### src/rtl/reward_effect_manager.sv
// reward_effect_manager: reward pickup detection and per-type effect timers for the tank game
//
// Build option: define REWARD_STACK_EN so that re-granting an active effect adds
// DURATION to its timer, saturating at MAX_DURATION. By default a re-grant reloads DURATION.
//
// Ports:
//   clk, rst           system clock, synchronous active-high reset
//   i_tick             one-clk timer strobe (4 Hz)
//   i_enable           reward subsystem enable; low clears every effect
//   i_mode_infinity    1 = infinity mode (type 1 adds game time instead of a timed effect)
//   i_pickup_valid     reward generator has a reward placed
//   i_reward_type      placed reward type, 1..NUM_TYPES
//   i_reward_xpos/ypos reward tile; 0 on either axis means no reward
//   i_tank_xpos/ypos   player tank tile
//   o_pickup_ack       one-cycle pickup acknowledge
//   o_effect_active    bit i-1 high while type i is active
//   o_addtime_pulse    one-cycle add-game-time strobe
//   o_last_type        most recently granted type, 0 = none
//   o_last_remain      remaining ticks of o_last_type's timer
module reward_effect_manager #(
    parameter int NUM_TYPES    = 4,
    parameter int TYPE_W       = 3,
    parameter int GRID_W       = 5,
    parameter int CNT_W        = 10,
    parameter int DURATION     = 20,
    parameter int MAX_DURATION = 60
) (
    input  logic                 clk,
    input  logic                 rst,
    input  logic                 i_tick,
    input  logic                 i_enable,
    input  logic                 i_mode_infinity,
    input  logic                 i_pickup_valid,
    input  logic [TYPE_W-1:0]    i_reward_type,
    input  logic [GRID_W-1:0]    i_reward_xpos,
    input  logic [GRID_W-1:0]    i_reward_ypos,
    input  logic [GRID_W-1:0]    i_tank_xpos,
    input  logic [GRID_W-1:0]    i_tank_ypos,
    output logic                 o_pickup_ack,
    output logic [NUM_TYPES-1:0] o_effect_active,
    output logic                 o_addtime_pulse,
    output logic [TYPE_W-1:0]    o_last_type,
    output logic [CNT_W-1:0]     o_last_remain
);

    localparam logic [CNT_W-1:0] L_DUR = CNT_W'(DURATION);

    if ((1 << TYPE_W) <= NUM_TYPES || MAX_DURATION < DURATION) begin : g_cfg_err
        $error("reward_effect_manager: invalid parameter combination");
    end

    logic [CNT_W-1:0]     r_timer [NUM_TYPES];
    logic [CNT_W-1:0]     w_timer_nxt [NUM_TYPES];
    logic [CNT_W-1:0]     w_load [NUM_TYPES];
    logic [NUM_TYPES-1:0] w_grant;
    logic [NUM_TYPES-1:0] w_active_nxt;
    logic [NUM_TYPES-1:0] r_active;
    logic                 r_armed;
    logic                 r_ack;
    logic                 r_addtime;
    logic [TYPE_W-1:0]    r_last_type;
    logic [TYPE_W-1:0]    w_last_type_nxt;
    logic [CNT_W-1:0]     w_remain;
    logic                 w_match;
    logic                 w_addtime;
    logic                 w_armed_nxt;

    assign w_match = i_enable && i_pickup_valid && r_armed
                  && (i_reward_xpos != '0) && (i_reward_ypos != '0)
                  && (i_reward_xpos == i_tank_xpos) && (i_reward_ypos == i_tank_ypos)
                  && (i_reward_type != '0) && (i_reward_type <= TYPE_W'(NUM_TYPES));

    // In infinity mode type 1 is converted into extra game time, not a timed effect
    assign w_addtime = w_match && i_mode_infinity && (i_reward_type == TYPE_W'(1));

    // Re-arm as soon as the generator withdraws the reward, so a held valid acks only once
    assign w_armed_nxt = !i_enable || !i_pickup_valid || (r_armed && !w_match);

    assign w_last_type_nxt = !i_enable ? '0 : (w_match && !w_addtime) ? i_reward_type : r_last_type;

`ifdef REWARD_STACK_EN
    localparam logic [CNT_W:0] L_MAX = (CNT_W+1)'(MAX_DURATION);
    logic [CNT_W:0] w_sum [NUM_TYPES];
    always_comb begin
        for (int i = 0; i < NUM_TYPES; i++) begin
            w_sum[i] = {1'b0, r_timer[i]} + {1'b0, L_DUR};
            w_load[i] = (r_timer[i] == '0) ? L_DUR : (w_sum[i] > L_MAX) ? L_MAX[CNT_W-1:0] : w_sum[i][CNT_W-1:0];
        end
    end
`else
    always_comb begin
        for (int i = 0; i < NUM_TYPES; i++) begin
            w_load[i] = L_DUR;
        end
    end
`endif

    // A grant takes priority over a same-cycle tick on that timer
    always_comb begin
        for (int i = 0; i < NUM_TYPES; i++) begin
            w_grant[i] = w_match && !w_addtime && (i_reward_type == TYPE_W'(i + 1));
            w_timer_nxt[i] = !i_enable ? '0
                           : w_grant[i] ? w_load[i]
                           : (i_tick && r_timer[i] != '0) ? r_timer[i] - 1'b1
                           : r_timer[i];
            w_active_nxt[i] = (w_timer_nxt[i] != '0);
        end
    end

    always_comb begin
        w_remain = '0;
        for (int i = 0; i < NUM_TYPES; i++) begin
            if (r_last_type == TYPE_W'(i + 1)) w_remain = r_timer[i];
        end
    end

    always_ff @(posedge clk) begin
        if (rst) begin
            for (int i = 0; i < NUM_TYPES; i++) r_timer[i] <= '0;
            r_active    <= '0;
            r_armed     <= 1'b1;
            r_ack       <= 1'b0;
            r_addtime   <= 1'b0;
            r_last_type <= '0;
        end else begin
            for (int i = 0; i < NUM_TYPES; i++) r_timer[i] <= w_timer_nxt[i];
            r_active    <= w_active_nxt;
            r_armed     <= w_armed_nxt;
            r_ack       <= w_match;
            r_addtime   <= w_addtime;
            r_last_type <= w_last_type_nxt;
        end
    end

    assign o_pickup_ack    = r_ack;
    assign o_effect_active = r_active;
    assign o_addtime_pulse = r_addtime;
    assign o_last_type     = r_last_type;
    assign o_last_remain   = w_remain;

endmodule

### config.mk
export PLATFORM = sky130hd
export DESIGN_NAME = reward_effect_manager
export DESIGN_NICKNAME = d
export VERILOG_FILES = /design/src/rtl/reward_effect_manager.sv
export SDC_FILE = /design/constraint.sdc
export NUM_CORES = 1
export LEC_CHECK = 0
export ABC_CLOCK_PERIOD_IN_PS = 2600
export BUFFER_PORTS_ARGS = -buffer_cell sky130_fd_sc_hd__buf_2
export CORE_MARGIN = 3
export CORE_UTILIZATION = 41
export CTS_BUF_LIST = sky130_fd_sc_hd__clkbuf_4
export DETAILED_ROUTE_END_ITERATION = 8
export PLACE_DENSITY = 0.71
export SYNTH_ARGS = -nofsm -noshare
export SYNTH_HDL_FRONTEND = slang
export SYNTH_SLANG_ARGS = --single-unit
### constraint.sdc
create_clock -name clk -period 2.6 [get_ports clk]
set_input_delay 0.26 -clock clk [delete_from_list [all_inputs] [get_ports clk]]
set_output_delay 0.26 -clock clk [all_outputs]
set_load 0.005 [all_outputs]
# Yosys cells after proc, flatten, opt, wreduce, memory -nomap -nowiden
# Memory sizes are Yosys's and may differ from the RTL's.
# Index checks and enable logic that the tools add are counted.
# word_totals
regBits	10
in_bits	29
memories	1
output_inout_bits	19
ramBits	40
word_cells	87
# classes
addsub	4
n_eq_ne	10
n_bitwise	5
order_cmp	1
n_reduce_logical	38
mux	23
# mem_list
memory	words	word_bits	rd	rd_ports_with_merged_regs	write_ports	line_no	text
r_timer	4	10	4	0	4	52	logic [CNT_W-1:0] r_timer [NUM_TYPES];
# op_table
op	count
10-bit two-way mux	20
10-bit nonzero test	8
10-bit by 1-bit subtractor with 10-bit output (second input constant)	4
1-bit logical AND	20
3-bit by 2-bit == test with 1-bit output (second input constant)	4
5-bit == test	2
5-bit nonzero test	2
3-bit by 1-bit == test with 1-bit output (second input constant)	2
3-bit == test (second input constant)	2
1-bit zero test	4
1-bit OR	4
3-bit <= comparator (second input constant)	1
1-bit two-way mux	3
3-bit nonzero test	1
1-bit logical OR	2
2-bit OR reduction	1
1-bit NOT	1

# Longest topological paths before layout
# depth
ltp_word	16
depth_mapped	8
depth_no_buf	8

# Least setup slack after synthesis
# Ideal clock, no wire load.
# synth_timing
kind	register to register
start	memory r_timer[3][0]
end	register r_active[3], in the netlist o_effect_active[3]
arrival_ns	2.017
setup_time_ns	0.130
path_slack_ns	0.453
synth_period_minus_slack_ns	2.147
required_ns	2.470
path_stages_with_launch	9
n_path_buf	0
cell_sequence	dfxtp_1 -> inv_1 -> ha_1 -> nand2_1 -> or4b_2 -> a211oi_1 -> o21ai_0 -> nor4b_1 -> a31oi_1
# synth_rtl
element	line_no	text
from (decl)	52	
to (signal assigned)	127	r_active <= w_active_nxt;
to (decl)	57	logic [NUM_TYPES-1:0] r_active;

==> metrics.md <==
| Metric | Value |
|---|---|
| Post-Synthesis Cell Area | `2980 sq um` |
| Overall Global Routing Usage | `0.190` |
| Number of enable-type register cells in the synthesized netlist | `0` |
| Endpoint of the worst register-to-register path | `o_effect_active[3]$_SDFF_PP0_` |
| YS warnings | `0` |
| Setup TNS | `0 ps` |
| Number of design rule violations left after detail routing | `0` |
| Initial Util | `0.432` |
| Worst-Skew Late Latency | `380 ps` |
| Chip Width | `91.3 um` |
| Maximum number of pins on one net before global-route repair | `17` |
| Class of the most critical setup path | `flip-flop to flip-flop` |
| Commonest cells in the netlist | `54 x sky130_fd_sc_hd__nor2_1, 50 x sky130_fd_sc_hd__dfxtp_1, 46 x sky130_fd_sc_hd__nand2_1` |
| Number of hold buffers added after CTS | `0` |
| Core area | `6910 sq um` |
| Reg-to-reg setup timing slack | `210 ps` |
| Weighted congestion reported at the end of routability-driven placement | `0.895` |
| Final hold violations | `0` |
| Combinational family with the most area after synthesis | `simple AND/OR/NAND/NOR gates` |
| Final Setup Violations | `0` |
| Result of the run | `finished, final reports clean` |
| Cell types occupying the most area after synthesis | `sky130_fd_sc_hd__dfxtp_1 34%, sky130_fd_sc_hd__nor2_1 6.8%, sky130_fd_sc_hd__nand2_1 5.8%` |
| Vias in the first global route | `2745` |
| Share of final-layout standard cells stronger than drive strength 1 | `0.175` |
| Post-synthesis simple-gate area fraction | `0.304` |
| Startpoint type of the worst setup path | `flip-flop` |
| Number of nets in the layout | `472` |
| TritonCTS buffer count | `5` |
| Number of setup buffers added after CTS | `0` |
| Overall die area | `8330 sq um` |
| Metal3 WL | `506 um` |
| Height of the chip | `91.3 um` |
| Highest routed layer | `met4` |
| Slew Limit Headroom | `0.569` |
| Routed WL per cell | `14.5 um` |
| Total wire length | `7790 um` |
| Top cell type's share of synthesized area | `0.336` |
| Data arrival at the endpoint of the critical path | `2650 ps` |
| Layout-stage area growth over the synthesis result | `16.3%` |
| Post-Route Skew | `11.1 ps` |
| Beginning of the worst register-to-register path | `r_timer[3][0]$_SDFF_PP0_` |
| Placement Cell Area | `3370 sq um` |
| Power Total | `3.56 mW` |
| Start point of the critical path | `r_timer[3][0]$_SDFF_PP0_` |
| Clock Root Buffer | `sky130_fd_sc_hd__clkbuf_4` |
| Adder-cell share of the synthesized area | `0.0168` |
| Most used standard cell by instance count after synthesis | `sky130_fd_sc_hd__nor2_1` |
| Total power divided by cell area | `1030 nW/um^2` |
| Count of instances resized after the clock tree is built | `0` |
| Area occupied by registers | `1000 sq um` |
| Fmax | `418 MHz` |
| Max-slew violation count | `0` |
| Drt first-iter violations | `176` |
| Clk pin slew, worst setup/hold paths | `150 ps` |
| Count of state elements after synthesis | `50` |
| Count of mapped cells out of synthesis | `386` |
| R2R depth | `8` |
| Fraction of registers with async set/reset | `0` |
| Startpoint of the worst hold path | `rst` |
| Maximum vdd ir drop | `447 uV` |
| Vias after detailed routing | `3006` |
| Initial antenna violation count | `0` |
| Filler instances | `711` |
| RSZ-0062 raised after global routing | `no` |
| End-of-flow core utilization | `0.502` |
| Static leakage power | `1.37 nW` |
| Dpl hpwl | `6040 um` |
| Final cycle utilization of the critical path | `0.919` |
| Tmin final | `2390 ps` |
| Vias per cell | `5.61` |
| Site Rows | `30` |
| Global route total overflow | `0` |
| First-pass DRT Iterations | `5` |
| Number of max-capacitance violations reported | `0` |
| Sequential fraction of the synthesis area | `0.336` |
| Actual slew at the worst max-slew pin | `646 ps` |
| Fraction of the mapped netlist area in compound gates | `0.188` |
| End point of the critical path | `o_effect_active[3]$_SDFF_PP0_` |
| Post-layout instance area | `3470 sq um` |
| Maximum fanout encountered on the critical timing path | `5` |
| Syn nets | `419` |
| Average instance area after synthesis | `7.72 sq um` |
| Total length of routed met2 wires | `3610 um` |
| Buffer depth of the longest clock path | `2` |
| Most used DFF post-synth | `sky130_fd_sc_hd__dfxtp_1` |
| Count of distinct cell types in the synthesized netlist | `52` |
| Path class of the lowest-slack min-delay path | `input pin to flip-flop` |
| Count of inserted antenna diode cells | `0` |
| Post-synthesis mux area share | `0.0470` |
| Input/output buffers | `47` |
| Sort of element at the end of the critical path | `flip-flop` |
| Wire length of the first global-routing pass | `13200 um` |
| Total area of multi-input combinational cells | `1890 sq um` |
| CTS tree | `yes` |
| Number of top-level design ports | `48` |
| Parity-gate share of the synthesized area counting xor and xnor cells | `0.0793` |
| Biggest area consumer among synthesized cells | `sky130_fd_sc_hd__dfxtp_1` |
| Clock net sink count | `50` |
| H-tree lvl count | `2` |
| Wl on met1 | `3550 um` |
| Remaining antenna violation count after routing | `0` |
| CP required | `2860 ps` |
[logic make-up (layout without fill, tap and decap cells)]
family / count (synthesis) / in the layout
buffers and inverters: 23 / 77
AOI/OAI and AO/OA: 84 / 84
adders and majority gates: 4 / 4
xor gates and xnor gates: 27 / 27
muxes: 13 / 13
DFF: 50 / 50
and+or+nand+nor: 185 / 185
[cell type report]
type / instances / area share
multi-input combinational: 313 / 0.546
tap: 96 / 0.0346
timing repair buffer: 56 / 0.0873
clock buffer: 5 / 0.0108
sequential: 50 / 0.289
inverter: 13 / 0.0141
clock inverter: 3 / 0.0184
[routing by layer]
layer,up-vias,track usage
met5,-,0
met4,0,0.0540
met3,10,0.0323
met2,106,0.307
met1,1392,0.262
li1,1498,-
[critical path, stage by stage (launching register included)]
cell                       delay, ps
sky130_fd_sc_hd__dfxtp_1         360
sky130_fd_sc_hd__inv_1           110
sky130_fd_sc_hd__ha_1            240
sky130_fd_sc_hd__nand2_1         120
sky130_fd_sc_hd__or4b_2          680
sky130_fd_sc_hd__a211oi_1        250
sky130_fd_sc_hd__o21ai_0         120
sky130_fd_sc_hd__nor4b_1         270
sky130_fd_sc_hd__a31oi_1         120
[state kept, by name, summed over array words and instances (netlist names)]
name	cells
o_addtime_pulse	1
o_effect_active	4
o_last_type	3
o_pickup_ack	1
r_armed	1
r_timer	40
[how the worst min path moves through the flow]
stage                                   end  depth (start not counted)  slack [ps]
floorplan           o_pickup_ack$_SDFF_PP0_                          1         330
global placement         r_armed$_SDFF_PP1_                          1         450
detailed placement       r_armed$_SDFF_PP1_                          1         470
CTS                 o_pickup_ack$_SDFF_PP0_                          2          80
global route        o_pickup_ack$_SDFF_PP0_                          2          80
finish              o_pickup_ack$_SDFF_PP0_                          2          90
[report_power, final]
| group | total (mW) | internal, mW | switching (mW) |
|---|---|---|---|
| Sequential | 1.08 | 0.901 | 0.178 |
| Clock | 0.554 | 0.296 | 0.258 |
| Combinational | 1.93 | 0.870 | 1.06 |
| Total | 3.56 | 2.07 | 1.49 |
[stage by stage]
| step | setup slack [ps] | hold slack, ps | cells |
|---|---|---|---|
| after floorplan | 453 | 332 | 386 |
| after global placement | 338 | 450 | 528 |
| after detailed placement | 244 | 469 | 528 |
| after CTS | 229 | 81.4 | 536 |
| after global routing | 12.6 | 81.2 | 536 |
| final | 210 | 87.8 | 536 |
[cells in the final DEF (no fill, tap or decap), drive strengths merged, types with 8 or more instances in the layout]
master   n
buf     56
a21oi   23
xnor2   17
o21ai   19
or3     10
nand3   17
nor2    54
mux2     8
nand2   46
a211oi   8
dfxtp   50
inv     13
a22oi   10
xor2    10
nor3    14
(Power assumes the default switching activity.)
